==> src/rtl/shreg_sequencer.sv <==
// Command-driven sequencer for the 4-bit shifting register: replays each accepted
// command as setup, N enabled cycles and a capture, and reports Q plus ones shifted out.
module shreg_sequencer #(
    parameter int COUNT_W = 8
) (
    input  logic               clk,
    input  logic               rst_n,
    input  logic               i_cmd_valid,
    output logic               o_cmd_ready,
    input  logic [1:0]         i_cmd_modo,
    input  logic               i_cmd_dir,
    input  logic               i_cmd_sin,
    input  logic [3:0]         i_cmd_d,
    input  logic [COUNT_W-1:0] i_cmd_count,
    output logic               o_enb,
    output logic               o_dir,
    output logic               o_s_in,
    output logic [1:0]         o_modo,
    output logic [3:0]         o_d,
    input  logic [3:0]         i_q,
    input  logic               i_s_out,
    output logic               o_busy,
    output logic               o_done,
    output logic               o_err,
    output logic [3:0]         o_result,
    output logic [COUNT_W:0]   o_ones
);

    typedef enum logic [1:0] {
        S_IDLE    = 2'd0,
        S_SETUP   = 2'd1,
        S_RUN     = 2'd2,
        S_CAPTURE = 2'd3
    } state_t;

    localparam logic [1:0]       MODO_RESERVED = 2'b11;
    localparam logic [COUNT_W:0] ONES_MAX      = '1;

    state_t             r_state;
    state_t             w_state_next;
    logic               w_accept;
    logic [COUNT_W-1:0] r_count;
    logic               r_enb;
    logic               r_dir;
    logic               r_s_in;
    logic [1:0]         r_modo;
    logic [3:0]         r_d;
    logic               r_ready;
    logic               r_busy;
    logic               r_done;
    logic               r_err;
    logic [3:0]         r_result;
    logic [COUNT_W:0]   r_ones;

    assign w_accept = (r_state == S_IDLE) && i_cmd_valid;

    always_ff @(posedge clk or negedge rst_n) begin
        if (!rst_n) begin
            r_state <= S_IDLE;
        end else begin
            r_state <= w_state_next;
        end
    end

    always_comb begin
        w_state_next = r_state;
        unique case (r_state)
            S_IDLE: begin
                if (w_accept) begin
                    w_state_next = S_SETUP;
                end
            end
            S_SETUP: begin
                if ((r_modo == MODO_RESERVED) || (r_count == '0)) begin
                    w_state_next = S_CAPTURE;
                end else begin
                    w_state_next = S_RUN;
                end
            end
            S_RUN: begin
                if (r_count == COUNT_W'(1)) begin
                    w_state_next = S_CAPTURE;
                end
            end
            S_CAPTURE: begin
                w_state_next = S_IDLE;
            end
            default: begin
                w_state_next = S_IDLE;
            end
        endcase
    end

    // Control pins are loaded at accept so they are already stable during SETUP.
    always_ff @(posedge clk or negedge rst_n) begin
        if (!rst_n) begin
            r_count  <= '0;
            r_enb    <= 1'b0;
            r_dir    <= 1'b0;
            r_s_in   <= 1'b0;
            r_modo   <= 2'b10;
            r_d      <= 4'b0000;
            r_ready  <= 1'b1;
            r_busy   <= 1'b0;
            r_done   <= 1'b0;
            r_err    <= 1'b0;
            r_result <= 4'b0000;
            r_ones   <= '0;
        end else begin
            r_enb   <= (w_state_next == S_RUN);
            r_ready <= (w_state_next == S_IDLE);
            r_busy  <= (w_state_next != S_IDLE);
            r_done  <= 1'b0;
            r_err   <= 1'b0;
            unique case (r_state)
                S_IDLE: begin
                    if (w_accept) begin
                        r_dir   <= i_cmd_dir;
                        r_s_in  <= i_cmd_sin;
                        r_modo  <= i_cmd_modo;
                        r_d     <= i_cmd_d;
                        r_count <= i_cmd_count;
                        r_ones  <= '0;
                    end
                end
                S_RUN: begin
                    r_count <= r_count - 1'b1;
                    if (i_s_out && (r_ones != ONES_MAX)) begin
                        r_ones <= r_ones + 1'b1;
                    end
                end
                S_CAPTURE: begin
                    r_result <= i_q;
                    r_done   <= 1'b1;
                    r_err    <= (r_modo == MODO_RESERVED);
                end
                default: begin
                end
            endcase
        end
    end

    assign o_cmd_ready = r_ready;
    assign o_enb       = r_enb;
    assign o_dir       = r_dir;
    assign o_s_in      = r_s_in;
    assign o_modo      = r_modo;
    assign o_d         = r_d;
    assign o_busy      = r_busy;
    assign o_done      = r_done;
    assign o_err       = r_err;
    assign o_result    = r_result;
    assign o_ones      = r_ones;

endmodule

==> config.mk <==
export PLATFORM = sky130hd
export DESIGN_NAME = shreg_sequencer
export DESIGN_NICKNAME = d
export VERILOG_FILES = /design/src/rtl/shreg_sequencer.sv
export SDC_FILE = /design/constraint.sdc
export NUM_CORES = 1
export LEC_CHECK = 0
export BUFFER_PORTS_ARGS = -buffer_cell sky130_fd_sc_hd__buf_2
export CORE_MARGIN = 3
export CORE_UTILIZATION = 44
export DETAILED_ROUTE_END_ITERATION = 10
export GPL_TIMING_DRIVEN = 0
export PLACE_DENSITY = 0.65
export SLEW_MARGIN = 15
export SYNTH_ARGS = -nofsm -noshare
export SYNTH_HDL_FRONTEND = slang
export SYNTH_SLANG_ARGS = --single-unit
==> constraint.sdc <==
create_clock -name clk -period 4.1 [get_ports clk]
set_input_delay 0.82 -clock clk [delete_from_list [all_inputs] [get_ports clk]]
set_output_delay 0.82 -clock clk [all_outputs]
set_load 0.05 [all_outputs]
== After elaboration in Yosys (flattened, before gate mapping) ==
Index checks and enable logic that the tools add are counted.
Widths: inputs -> output; s select.

* ROM bits: 0
* Bits in latches: 0
* Bits in writable memories: 0
* Register bits after elaboration: 36
* Output and inout port bits: 26
* Memories kept: 0

* Reduce and logical (&&, ||, !) cells: 11
* Muxes and demuxes: 11
* Bitwise operators: 0
* $lt $le $gt $ge: 0
* Shift-type cells: 0
* Equality and inequality tests: 9
* Divide/modulo/power cells: 0
* Add/subtract/negate cells: 2
* Multipliers: 0

{| class="wikitable"
|+ Operator list
! cell !! count
|-
| $mux 9 || 2
|-
| $pmux 9 s2 || 1
|-
| $pmux 8 s2 || 1
|-
| $add 9x1->9 const B || 1
|-
| $ne 9x9->1 const B || 1
|-
| $eq 2x2->1 const B || 4
|-
| $eq 8x1->1 const B || 1
|-
| $logic_not 8->1 || 1
|-
| $mux 8 || 1
|-
| $pmux 2 s4 || 1
|-
| $sub 8x1->8 const B || 1
|-
| $logic_not 2->1 || 2
|-
| $mux 2 || 2
|-
| $ne 2x2->1 const B || 2
|-
| $reduce_and 2->1 || 2
|-
| $reduce_bool 2->1 || 2
|-
| $mux 1 || 3
|-
| $reduce_and 3->1 || 1
|-
| $eq 2x1->1 const B || 1
|-
| $logic_and 1x1->1 || 2
|-
| $logic_or 1x1->1 || 1
|}

== Logic depth before layout (Yosys ltp) ==
Gate-level depths: netlist of run 1.

* Depth in word-level cells: 5
* Gate-level depth with buffers: 9
* Depth with buffers taken out: 8

== Worst setup path before layout of run 1 ==
No wires, ideal clock.

* Path kind: flip-flop to flip-flop
* Start: reg r_ones[2] (netlist: o_ones[2])
* End: reg r_ones[3] (netlist: o_ones[3])
* Setup time: 0.078 ns
* Path slack: 1.856 ns
* Arrival time: 2.166 ns
* Required time: 4.022 ns
* Cell stages (with the launch flop): 10
* Period minus slack after synthesis: 2.244 ns
* Cells stage by stage: dfrtp_1 and4_1 nand2_1 nor2_1 ha_1 and3b_1 o21ai_2 clkbuf_1 o21ai_0 a21oi_1

* Longest elaborated chain between the ends: 4

{| class="wikitable"
|+ RTL lines
! item !! RTL line !! text
|-
| from (decl) || 53 || <nowiki>logic [COUNT_W:0] r_ones;</nowiki>
|-
| from (signal assigned) || 129 || <nowiki>r_ones <= r_ones + 1'b1;</nowiki>
|-
| parallel branches: the longest is 4 deep, another holds $add 9x1->9 || - ||
|}

Several ways; the timed one is not identified. The select of a mux whose other input is x is not followed.
A chain may end at the register's enable or synchronous reset.

== Final worst setup path of run 1 ==
Same ends and word-level chain as after synthesis.

==> results of run 1 <==
-- power breakdown --
part | switching, mW | internal (mW) | total, mW
Sequential | 0.115 | 0.507 | 0.622
Combinational | 0.692 | 0.324 | 1.02
Clock | 0.119 | 0.134 | 0.252
Total | 0.925 | 0.964 | 1.89
-- logic make-up after synthesis --
kind of cell             after synthesis  synth area share, %
AND/OR/NAND/NOR                       49                 15.4
flip-flops                            36                 49.9
AO/OA/AOI/OAI                         48                 16.0
buffers and inverters                 15                 3.38
multiplexers                          15                 9.12
adder cells (fa/ha/maj)                9                 6.22
-- cell usage in the layout, fill, tap and decap left out, types with 2 or more instances in the layout --
cell type	n
a21oi_1	16
buf_2	53
clkbuf_1	4
clkbuf_8	6
clkinv_2	2
dfrtp_1	34
dfstp_2	2
ha_1	9
inv_1	7
mux2_2	12
mux2i_1	3
nand2_1	14
nand2b_1	4
nand3_1	7
nor2_1	7
o21ai_0	12
o22a_1	5
o22ai_1	9
o31ai_1	2
or3_1	4
or4_1	2
-- flip-flops by register name, indices dropped and copies added (netlist names) --
signal,flops
o_result,4
o_cmd_ready,1
o_modo,2
o_d,4
o_s_in,1
o_err,1
o_done,1
o_ones,9
o_dir,1
o_busy,1
o_enb,1
r_state,2
r_count,8
-- metrics by stage --
step / setup slack [ns] / utilization, % / power (mW)
CTS: 1.91 / 57.8 / 1.91
finish: 1.94 / 57.8 / 1.89
global placement: 2.02 / 55.3 / 1.61
floorplan: 1.86 / - / 1.40
global route: 1.72 / 57.8 / 2.03
detailed placement: 1.95 / 55.3 / 1.65
-- worst register-to-register path: stages (launching register included) --
cell,delay (ns)
dfrtp_1,0.43
and4_1,0.22
nand2_1,0.09
nor2_1,0.10
ha_1,0.14
and3b_1,0.17
o21ai_2,0.29
clkbuf_1,0.35
o21ai_0,0.16
a21oi_1,0.14
-- routing by layer --
layer  track usage (%)  routed length [µm]  vias up
met5                 0                   0        -
met4              4.04                   9        0
met3              5.61                 236        2
met2              27.3                1930       47
met1              20.5                1670      704
li1                  -                   -      736
-- layout make-up --
class / count / area (µm²)
multi-input cells: 121 / 847
plain buffers: 8 / 35.0
flip-flops and latches: 36 / 903
clock buffers: 6 / 82.6
fillers: 334 / 1620
clock inverters: 2 / 10.0
repair buffers: 49 / 245
inverters: 7 / 26.3
well taps: 48 / 60.1
-- final timing paths --
path / end / slack (ns) / cells past startpoint
setup / recovery: o_ones[3] / 1.94 / 9
hold / removal: o_s_in / 0.50 / 1
setup reg to reg: o_ones[3] / 1.94 / 9
hold reg to reg: o_s_in / 0.50 / 1
max in group asynchronous: o_ones[7] / 2.98 / 1
min in group asynchronous: o_done / 0.62 / 1
==> impl_results.md, run 1 <==
* Global-route wire length before repair at 6.60 mm
* Final Max Slew Viols at 0
* Asr flop ratio synth at 100%
* Vias per Instance at 5.38
* Antenna violations before repair at 0
* CP bufs+invs at 1
* DRC violations left at 0
* Power per cell area at 855 nW/µm²
* Via count at 1489
* CTS resizes at 0
* Post-Syn Instances at 172
* Cell area after synthesis at 1810 µm²
* Final wirelength at 3.84 mm
* Period minus WS final at 2.16 ns
* Final hold vios at 0
* Cell Chain, Critical Path: and4_1 > nand2_1 > nor2_1 > ha_1 > and3b_1 > o21ai_2 > clkbuf_1 > o21ai_0 > a21oi_1
* Post-DP HPWL at 2.87 mm
* Die Width at 70.2 µm
* Final Net Count at 261
* Outcome: finished clean
* Worst path max stage delay at 0.43 ns
* Num rows at 22
* Clock latency at the later pin of the worst-skew pair at 0.28 ns
* Die height at 70.2 µm
* Hold path start: o_s_in
* Share of cells above drive strength 1 at 34.9%
* CTS Buf Count at 5
* Fin area at 2210 µm²
* VDD IR max at 0.000576 V
* CTS max path bufs at 2
* CP arrival at 2.37 ns
* Maxcap violations at 0
* Total die area at 4920 µm²
* Critical-path top delay cell: dfrtp_1
* Max frequency at 463 MHz
* Gr usage total at 16.4%
* Fin Hold WS at 0.502 ns
* Cts hold-fix bufs at 0
* Worst setup path start: o_ones[2]
* Worst Tran Pin Value at 0.783 ns
* DR iter-0 viols at 107
* ANT nets after route at 0
* Crit path required time at 4.30 ns
* Seq/Total Area, Yosys at 49.9%
* CP startpoint kind: flip-flop
* Final setup violation count at 0
* Synth top area share at 47.0%
* Delay-heaviest family, CP: compound AO/OA/AOI/OAI gates
* Ant diodes at 0
* Port Buffers at 49
* Non-Filler Instances at 277
* H-tree Lvls at 2
* Syn avg cell area at 10.5 µm²
* Initial DRT Pass Iterations at 4
* CTS tree: done
* CTS root buffer: clkbuf_8
* Setup CP Type: flip-flop to flip-flop
* #FFs+latches synth at 36
* Slew HR at 47.8%
* Yosys top cell by area: dfrtp_1
* Area Growth Syn to Fin at 22.0%
* Largest net degree at the start of global routing at 37
* Library cells used by synthesis at 34
* Placed cell area at 2120 µm²
* Prevailing post-synth register cell: dfrtp_1
* Cells after DPL at 269
* CP endpoint kind: flip-flop
* Drt wl/cell at 13.9 µm
* Setup TNS at 0 ns
* Most numerous cell in the Yosys netlist: dfrtp_1
* Core area at 3830 µm²
* GP Congestion at 0.897
* Starting Density at 47.4%
* Min-delay worst type: flip-flop to flip-flop
* Num Clock Sinks at 36
* Synth warn at 0
* Top cells by area, synth: dfrtp_1 (47%), mux2_2 (7.5%), ha_1 (6.2%)
* Total gr overflow at 0
* Via count of the first global-routing pass at 1472
* IO Pins at 50
* Syn_nets at 205
* Clk_skew at 0.00344 ns
* RR Startpoint: o_ones[2]
* Synth cell count leaders: dfrtp_1 (34), a21oi_1 (16), nand2_1 (14), mux2_2 (12), o21ai_0 (12)
* Post-CTS setup buffer count at 0
* P_leak at 1.04 nW
* Fin crit share at 52.7%
* Unrepaired setup endpoints after global routing: no
* Number of synthesized flops with an enable pin at 0
* CP Max Fanout at 10
* Clock-pin slew on the worst setup and hold paths at 0.07 ns
Note: power is estimated with default switching activity, not from simulation.
==> run 2: changes to the inputs <==
==> constraint.sdc (replaced) <==
create_clock -name clk -period 2.05 [get_ports clk]
set_input_delay 0.41 -clock clk [delete_from_list [all_inputs] [get_ports clk]]
set_output_delay 0.41 -clock clk [all_outputs]
set_load 0.05 [all_outputs]
==> run 2 against run 1 <==
  * Design area up 3.2%
  * Setup slack worse by 1.9 ns
  * Wire length rose by 7.7%
  * Clock power is 92% higher
  * Sequential cell count unchanged
  * Critical path depth did not move
  * Cell count up 1.4%
  * Largest cell class unchanged
  * Largest power group unchanged
==> impl_results.md, run 2 (synthesis gave the netlist of run 1 again) <==
* Outcome: finished clean (unchanged)
* Total gr overflow at 0 (unchanged)
* Final setup violation count at 0 (unchanged)
* Layout Utilization at 59.6% (was 57.8%)
* Largest net degree at the start of global routing at 37 (unchanged)
* Ant diodes at 0 (unchanged)
* Clock-pin slew on the worst setup and hold paths at 0.07 ns (about the same)
* Maxcap violations at 0 (unchanged)
* CTS tree: done (unchanged)
* Power per cell area at 1710 nW/µm² (was 855 nW/µm²)
* Max reg flops at 9 (unchanged)
* Share of cells above drive strength 1 at 42.5% (was 34.9%)
* Unrepaired setup endpoints after global routing: yes (was no)
* Via count at 1542 (was 1489)
* CP Max Fanout at 6 (was 10)
* Clock Power Share at 12.4% (was 13.4%)
* Post-place setup slack at 0.0327 ns (was 1.95 ns)
* Total power at 3.90 mW (was 1.89 mW)
* P_leak at 1.05 nW (was 1.04 nW)
* Fillers at 344 (was 334)
* Worst Tran Pin Value at 0.790 ns (was 0.783 ns)
* Reg-to-Reg End: o_ones[3] (unchanged)
* Cts hold-fix bufs at 0 (unchanged)
* Crit path required time at 2.26 ns (was 4.30 ns)
* CTS max path bufs at 2 (unchanged)
* Worst path max stage delay at 0.43 ns (about the same)
* Clock latency at the later pin of the worst-skew pair at 0.29 ns (was 0.28 ns)
* R2R Setup Slk at 0.06 ns (was 1.94 ns)
* Antenna violations before repair at 0 (unchanged)
* Total die area at 4920 µm² (unchanged)
* Commonest non-fill, non-tap cell in the layout: buf_2 (unchanged)
* Combinational share of power at 55.3% (was 53.7%)
* Final Net Count at 265 (was 261)
* Slew HR at 47.3% (was 47.8%)
* Final Max Slew Viols at 0 (unchanged)
* ANT nets after route at 0 (unchanged)
* Cells after DPL at 269 (unchanged)
* Final wirelength at 4.14 mm (was 3.84 mm)
* Max frequency at 502 MHz (was 463 MHz)
* Worst Slack Setup Final at 0.0583 ns (was 1.94 ns)
* DRC violations left at 0 (unchanged)
* Cell Chain, Critical Path: and4_4 > nand2_2 > nor2_1 > ha_1 > and3b_2 > o21ai_4 > clkbuf_2 > or3_1 > a21oi_1 (was and4_1 > nand2_1 > nor2_1 > ha_1 > and3b_1 > o21ai_2 > clkbuf_1 > o21ai_0 > a21oi_1)
* Fin crit share at 97.2% (was 52.7%)
* Die Width at 70.2 µm (unchanged)
* Placed cell area at 2130 µm² (was 2120 µm²)
* Min-delay worst type: primary input to asynchronous set/reset pin (was flip-flop to flip-flop)
* DR iter-0 viols at 89 (was 107)
* Switch Pwr at 1.92 mW (was 0.925 mW)
* Fin Hold WS at 0.197 ns (was 0.502 ns)
* CTS Buf Count at 5 (unchanged)
* Setup CP Type: flip-flop to flip-flop (unchanged)
* CP endpoint kind: flip-flop (unchanged)
* Vias per Instance at 5.49 (was 5.38)
* Sw frac at 49.2% (was 49.0%)
* RR Startpoint: o_ones[3] (was o_ones[2])
* Clk_skew at 0.00661 ns (was 0.00344 ns)
* IO Pins at 50 (unchanged)
* Area Growth Syn to Fin at 25.8% (was 22.0%)
* Fin area at 2280 µm² (was 2210 µm²)
* Period minus WS final at 1.99 ns (was 2.16 ns)
* Internal at 1.98 mW (was 0.964 mW)
* R2R depth at 9 (unchanged)
* Most frequent cells in the layout: buf_2 (53), dfrtp_1 (28), a21oi_1 (14) (was buf_2 (53), dfrtp_1 (34), a21oi_1 (16))
* Initial DRT Pass Iterations at 4 (unchanged)
* CP arrival at 2.20 ns (was 2.37 ns)
* Starting Density at 47.4% (unchanged)
* Via count of the first global-routing pass at 1495 (was 1472)
* VDD IR max at 0.00103 V (was 0.000576 V)
* Seq pwr share at 32.3% (was 32.9%)
* Die height at 70.2 µm (unchanged)
* Num Clock Sinks at 36 (unchanged)
* Core area at 3830 µm² (unchanged)
* Non-Filler Instances at 281 (was 277)
* Num rows at 22 (unchanged)
* GP Congestion at 0.774 (was 0.897)
* Global-route wire length before repair at 6.81 mm (was 6.60 mm)
* H-tree Lvls at 2 (unchanged)
* Port Buffers at 49 (unchanged)
* Critical-path top delay cell: dfrtp_2 (was dfrtp_1)
* Gr usage total at 17.0% (was 16.4%)
* Post-DP HPWL at 2.93 mm (was 2.87 mm)
* CP startpoint kind: flip-flop (unchanged)
* Setup TNS at 0 ns (unchanged)
* CTS root buffer: clkbuf_8 (unchanged)
* Final hold vios at 0 (unchanged)
* Drt wl/cell at 14.7 µm (was 13.9 µm)
run 2: timing repair:
item | in CTS | in global routing
setup endpoints to repair | 0 | 14
gates resized for setup | 0 | 18
setup buffers | 0 | 4
run 2: layout make-up:
cell class,count,area (µm²),share of cell area (%)
flip-flops and latches,36,911,40.0
multi-input cells,121,885,38.8
repair buffers,53,273,12.0
clock buffers,7,76.3,3.35
well taps,48,60.1,2.63
plain buffers,8,43.8,1.92
inverters,7,26.3,1.15
clock inverters,1,5.00,0.220
run 2: routing by layer:
layer,GRT usage [%],wire (µm),share of wire [%]
met1,20.8,1740,42
met2,29.2,2120,51
met3,4.46,259,6.3
met4,5.32,25,0.60
met5,0,0,0
run 2: power by group through the flow:
stage          combinational [mW]  clock (mW)  sequential, mW
2_1_floorplan               0.930           0            1.89
3_3_place_gp                 1.99           0            1.25
3_5_place_dp                 2.05           0            1.27
4_1_cts                      2.06       0.492            1.26
5_1_grt                      2.34       0.526            1.30
6_report                     2.16       0.485            1.26
run 2: worst max path at each step:
stage	cells past startpoint	slack (ns)	to	start
6_report	9	0.06	o_ones[3]	o_ones[3]
5_1_grt	9	-0.02	o_ones[3]	o_ones[3]
4_1_cts	9	0.004	o_ones[4]	o_ones[3]
3_5_place_dp	9	0.03	o_ones[4]	o_ones[3]
3_3_place_gp	8	0.08	o_ones[7]	o_ones[3]
2_1_floorplan	8	0.02	o_ones[5]	o_ones[0]
run 2: worst max-delay path: cells and delay by family (launching register included):
kind            cells  cell delay, ns
flops               1            0.43
buf+inv             1            0.15
compound gates      2            0.23
simple gates        5            0.95
fa+ha+maj           1            0.16
